--- config.mk ---
export PLATFORM = sky130hd
export DESIGN_NAME = regfile_dump
export DESIGN_NICKNAME = d
export VERILOG_FILES = /design/src/rtl/regfile_dump.sv
export SDC_FILE = /design/constraint.sdc
export NUM_CORES = 1
export LEC_CHECK = 0
export BUFFER_PORTS_ARGS = -buffer_cell sky130_fd_sc_hd__buf_2
export CAP_MARGIN = 40
export CORE_UTILIZATION = 50
export DETAILED_ROUTE_END_ITERATION = 10
export PLACE_DENSITY = 0.79
export SYNTH_ARGS = -nofsm -noshare
export SYNTH_HDL_FRONTEND = slang
export SYNTH_SLANG_ARGS = --single-unit
--- constraint.sdc ---
create_clock -name clk -period 3.1 [get_ports clk]
set_input_delay 0.155 -clock clk [delete_from_list [all_inputs] [get_ports clk]]
set_output_delay 0.155 -clock clk [all_outputs]
set_load 0.05 [all_outputs]
--- src/rtl/regfile_dump.sv ---
// regfile_dump: walks the register file pair by pair and streams {addr, data} words over valid/ready.
module regfile_dump #(
  parameter int NUM_REGS = 32,
  parameter int ADDR_W   = 5,
  parameter int DATA_W   = 32
) (
  input  logic              clk,
  input  logic              rst_n,
  input  logic              start,
  input  logic              abort,
  output logic [ADDR_W-1:0] rs1,
  output logic [ADDR_W-1:0] rs2,
  input  logic [DATA_W-1:0] read_data1,
  input  logic [DATA_W-1:0] read_data2,
  output logic              out_valid,
  input  logic              out_ready,
  output logic [ADDR_W-1:0] out_addr,
  output logic [DATA_W-1:0] out_data,
  output logic              out_last,
  output logic              busy,
  output logic              done
);
  localparam int P_W = ADDR_W - 1;
  localparam logic [P_W-1:0] P_LAST = P_W'(NUM_REGS / 2 - 1);
  typedef enum logic [2:0] {IDLE, FETCH, SEND_LO, SEND_HI, DONE} state_t;
  state_t state;
  logic [P_W-1:0] p;
  logic [DATA_W-1:0] hi;
  assign rs1 = {p, 1'b0};
  assign rs2 = {p, 1'b1};
  // the even word goes straight into out_data at FETCH; only the odd word needs holding
  always_ff @(posedge clk or negedge rst_n)
    if (!rst_n) begin
      state     <= IDLE;
      p         <= '0;
      hi        <= '0;
      out_valid <= 1'b0;
      out_addr  <= '0;
      out_data  <= '0;
      out_last  <= 1'b0;
      busy      <= 1'b0;
      done      <= 1'b0;
    end else if (abort) begin
      state     <= IDLE;
      p         <= '0;
      out_valid <= 1'b0;
      out_last  <= 1'b0;
      busy      <= 1'b0;
      done      <= 1'b0;
    end else
      case (state)
        IDLE, DONE: if (start) begin
          state <= FETCH;
          p     <= '0;
          busy  <= 1'b1;
          done  <= 1'b0;
        end
        FETCH: begin
          hi        <= read_data2;
          out_data  <= read_data1;
          out_addr  <= {p, 1'b0};
          out_valid <= 1'b1;
          out_last  <= 1'b0;
          state     <= SEND_LO;
        end
        SEND_LO: if (out_ready) begin
          out_addr <= {p, 1'b1};
          out_data <= hi;
          out_last <= (p == P_LAST);
          state    <= SEND_HI;
        end
        SEND_HI: if (out_ready) begin
          out_valid <= 1'b0;
          out_last  <= 1'b0;
          if (out_last) begin
            state <= DONE;
            busy  <= 1'b0;
            done  <= 1'b1;
          end else begin
            p     <= p + P_W'(1);
            state <= FETCH;
          end
        end
        default: state <= IDLE;
      endcase
endmodule

# After elaboration in Yosys (flattened, before gate mapping)
# Cells that the tools add are included.
[totals]
rom_bits = 0
mem_count = 0
latch_bits = 0
elab_cells = 66
ram_bits = 0
in_bits = 69
register_bits = 80
[op_classes]
eq_ne = 11
n_div = 0
order_cmp = 0
n_addsub = 1
multipliers = 0
mux = 31
n_reduce_logical = 13
bitwise_logic = 1
shifts = 0
[ops]
columns = ["cell", "n"]
rows = [
  ["$pmux 32 s2", 1],
  ["$mux 32", 1],
  ["$mux 4", 4],
  ["$mux 3", 5],
  ["$ne 3x3->1 const B", 5],
  ["$mux 1", 12],
  ["$pmux 3 s4", 1],
  ["$pmux 5 s2", 1],
  ["$reduce_and 3->1", 3],
  ["$pmux 4 s2", 1],
  ["$reduce_and 4->1", 2],
  ["$eq 3x2->1 const B", 2],
  ["$pmux 1 s2", 3],
  ["$reduce_bool 3->1", 2],
  ["$mux 5", 1],
  ["$add 4x1->4 const B", 1],
  ["$eq 4x4->1 const B", 1],
  ["$reduce_and 2->1", 2],
  ["$reduce_bool 4->1", 1],
  ["$eq 3x1->1 const B", 1],
  ["$eq 3x3->1 const B", 1],
  ["$logic_not 3->1", 1],
  ["$pmux 1 s3", 1],
  ["$ne 2x2->1 const B", 1],
  ["3 further kinds", 3],
]

# Logic depth before layout (Yosys ltp)
[logic_depth]
word_depth = 5
depth_mapped = 6

# Least setup slack after synthesis
# No wires, ideal clock.
[synth_path]
path_type = "register -> register"
from = "register state[1]"
to = "register hi[0]"
required_ns = 2.975
period_less_slack_ns = 1.535
t_arrival_ns = 1.410
n_path_buf = 2
path_stages_with_launch = 6
slack_ns = 1.565
cell_sequence = "dfrtp_1 > buf_6 > nand2b_4 > nor3_4 > buf_6 > mux2_2"
[synth_between]
elab_chain_cells = 2
[synth_lines]
columns = ["element", "line_no", "source"]
rows = [
  ["from (decl)", "26", "state_t state;"],
  ["from (signal assigned)", "34", "state <= IDLE;"],
  ["from (signal assigned)", "44", "state <= IDLE;"],
  ["from (signal assigned)", "53", "state <= FETCH;"],
  ["$eq 3x1->1", "51", "case (state)"],
  ["$reduce_and 2->1 (no line)", "n/a", ""],
  ["to (signal assigned)", "59", "hi <= read_data2;"],
  ["to (decl)", "28", "logic [DATA_W-1:0] hi;"],
]
# No other way between the ends.
# A chain may end at the register's enable or synchronous reset.

# Worst setup path in the final report
[layout_path]
from = "register state[2]"
to = "register out_data[22]"
[layout_between]
elab_chain_cells = 3
[layout_lines]
columns = ["element", "line_no", "source"]
rows = [
  ["$eq 3x2->1 or $eq 3x1->1 (tied branches)", "51", ""],
  ["$ne 2x2->1 (no line) or $reduce_bool 2->1 (tied branches)", "n/a", ""],
  ["$reduce_and 3->1 (no line)", "n/a", ""],
  ["to (signal assigned)", "60", "out_data <= read_data1;"],
  ["to (signal assigned)", "68", "out_data <= hi;"],
  ["to (decl)", "18", "output logic [DATA_W-1:0] out_data,"],
]
# Several ways; a longest one is shown, not always the timed one.

==> impl_metrics.env <==
export IMPL_status="finished, final reports clean"
export IMPL_p_int_mw=2.30
export IMPL_synth_seq_cells=80
export IMPL_routed_wl_mm=7.35
export IMPL_slew_violations=0
export IMPL_die_y_microns=87.1
export IMPL_final_hold_violation_count=0
export IMPL_synth_seq_area_share=0.553
export IMPL_r2r_end="out_data[22]"
export IMPL_die_x_microns=87.1
export IMPL_min_from="read_data2[11]"
export IMPL_antenna_cells=0
export IMPL_viasPerCell=5.12
export IMPL_port_buffers=117
export IMPL_grt_antenna_before_repair=0
export IMPL_synth_top_area_cell="dfrtp_1"
export IMPL_min_path_type="primary input to flip-flop"
export IMPL_synth_top_area_frac=0.553
export IMPL_worst_slew_pin_slew_ps=641
export IMPL_cp_required_ps=3370
export IMPL_multi_input_area_sq_um=1410
export IMPL_routedWlPerCell_microns=14.4
export IMPL_startpoint_type="flip-flop"
export IMPL_final_cell_mix="116 x buf_2, 80 x dfrtp_1, 41 x nor2_1"
export IMPL_worst_path_max_fanout=25
export IMPL_power_switching_mw=1.42
export IMPL_final_common_cell="buf_2"
export IMPL_area_delta_synth_final_pct=22.9
export IMPL_seq_power_share=0.408
export IMPL_skew_ps=6.54
export IMPL_cts_buffers=9
export IMPL_final_nets=479
export IMPL_grt_max_degree=42
export IMPL_clk_path_buf_depth=2
export IMPL_min_path_cells=2
export IMPL_irDropWorstVdd_v=0.000436
export IMPL_cts_resized=0
export IMPL_period_needed_ps=2000
export IMPL_dp_hpwl_mm=5.27
export IMPL_grt_pass1_vias=2542
export IMPL_place_congestion=0.766
export IMPL_syn_area_per_cell_sq_um=12.1
export IMPL_synthFlopType="dfrtp_1"
export IMPL_combPwrFrac=0.346
export IMPL_power_density_nw_per_um2=837
export IMPL_period_share=0.645
export IMPL_r2r_start="state[2]"
export IMPL_clock_sinks=80
export IMPL_setup_viol=0
export IMPL_clk_pin_slew_ps=80
export IMPL_core_area_sq_um=6910
export IMPL_swShare=0.382
export IMPL_critical_path_startpoint="state[2]"
export IMPL_timing_fmax_mhz=500
export IMPL_grt_total_usage=0.208
export IMPL_grt_ovfl_total=0
export IMPL_worstSetupPathType="flip-flop to flip-flop"
export IMPL_route_detailed_drc=0
export IMPL_yosysWarnings=0
export IMPL_syn_inst=300
export IMPL_io_pins=120
export IMPL_nFillCells=576
export IMPL_start_util=0.524
export IMPL_cts_root_buf="clkbuf_8"
export IMPL_fp_row_count=30
export IMPL_synth_fp_nets=370
export IMPL_drive_gt1_frac=0.438
export IMPL_grt_pass1_wl_mm=12.0
export IMPL_cts_tree="built"
export IMPL_synth_area_leaders="dfrtp_1 55%, mux2_2 11%, mux2i_1 9.1%, a21oi_1 5.1%, nor2_1 4.2%"
export IMPL_dr_pass1_iters=4
export IMPL_regArea_sq_um=2000
export IMPL_relSlewSlack=0.572
export IMPL_synth_edff_count=0
export IMPL_final_setup_tns_ps=0
export IMPL_total_power_mw=3.73
export IMPL_drt_first_iter_violations=68
export IMPL_p_leak_nw=2.07
export IMPL_clkPwrFrac=0.247
export IMPL_async_flop_share=1.00
export IMPL_syn_area_sq_um=3620
export IMPL_rrSetupSlack_ps=1100
export IMPL_dieArea_sq_um=7590
export IMPL_cp_arrival_ps=2270
export IMPL_r2r_cells=5
export IMPL_crit_end="out_data[22]"
export IMPL_ys_types=37
export IMPL_antenna_left=0
export IMPL_rsz0062_at_grt="no"
export IMPL_max_cap_viol_count=0
export IMPL_clk_latency_ps=350
export IMPL_vias=2604
export IMPL_crit_path_end_kind="flip-flop"
export IMPL_cts_max_level=3
critical path, stage by stage, from the launching register on:
cell      delay (ps)
dfrtp_1          510
nor2_2           240
a21boi_4         590
buf_4            390
nor2_1            70
a21oi_1          120
Yosys cell counts (2+ instances only):
cell type  instances
o21ai_0            5
buf_6              4
buf_8              3
dfrtp_1           80
buf_4             12
mux2_2            35
a21oi_1           37
inv_1              2
mux2i_1           33
mux2_1             2
nand2_1           11
nor2_1            41
nor2b_1            2
conb_1             2
nand3_1            4
buf_2              6
sequential cells by signal, summed over array words and instances, names as in the netlist:
signal and count:
out_valid 1, busy 1, done 1, out_data 32, state 3, out_last 1, out_addr 5, p 4
hi 32
how the worst min path moves through the flow:
stage / endpoint / slack [ps]
finish: hi[11] / 30
global route: hi[11] / 30
CTS: hi[11] / 20
detailed placement: out_data[14] / 170
global placement: out_data[10] / 380
floorplan: busy / -140
per-layer routing:
metal  wire length (microns)  part of all wire  GRT usage
met2                    3810              0.52      0.363
met3                     347             0.047     0.0417
met4                     131             0.018     0.0984
met5                       0                 0          0
met1                    3060              0.42      0.246
cells by family (layout without fill, tap and decap cells):
family / after synthesis / after routing / synth area share
AOI/OAI and AO/OA: 52 / 52 / 0.0836
xor gates and xnor gates: 1 / 1 / 0.00242
adders and majority gates: 1 / 1 / 0.00345
buffers and inverters: 28 / 141 / 0.0611
DFF: 80 / 80 / 0.553
muxes: 70 / 70 / 0.206
other: 2 / 2 / 0.00207
and+or+nand+nor: 66 / 66 / 0.0884
cell type report:
cell class	instances	area share
clock buffers	10	0.0309
clock inverters	5	0.0233
inverters	2	0.00169
multi-input cells	192	0.317
flip-flops and latches	80	0.450
well taps	96	0.0270
repair buffers	124	0.150
power groups by stage:
| stage | registers (mW) | clock network, mW | logic (mW) |
|---|---|---|---|
| after CTS | 1.52 | 0.941 | 1.30 |
| after global routing | 1.56 | 0.976 | 1.38 |
| after global placement | 1.52 | 0 | 1.27 |
| after floorplan | 2.09 | 0 | 0.424 |
| final | 1.52 | 0.920 | 1.29 |
| after detailed placement | 1.54 | 0 | 1.30 |
metrics by stage:
stage / util / setup slack, ps / std cells / area (sq um) / hold WS [ps]
3_3_place_gp: 0.605 / 1200 / 492 / 4180 / 377
5_1_grt: 0.644 / 920 / 509 / 4450 / 27.2
2_1_floorplan: - / 1570 / 300 / 3620 / -141
3_5_place_dp: 0.608 / 1090 / 493 / 4200 / 169
6_report: 0.644 / 1100 / 509 / 4450 / 34.1
4_1_cts: 0.644 / 1080 / 509 / 4450 / 19.5
timing repair:
action                                  in CTS  in global routing
endpoints found under the hold margin       39                  0
buffers inserted                             0                  0
endpoints found under the setup margin       0                  0
hold buffers                                 1                  0
No activity file was read; power rests on OpenSTA's default activity.
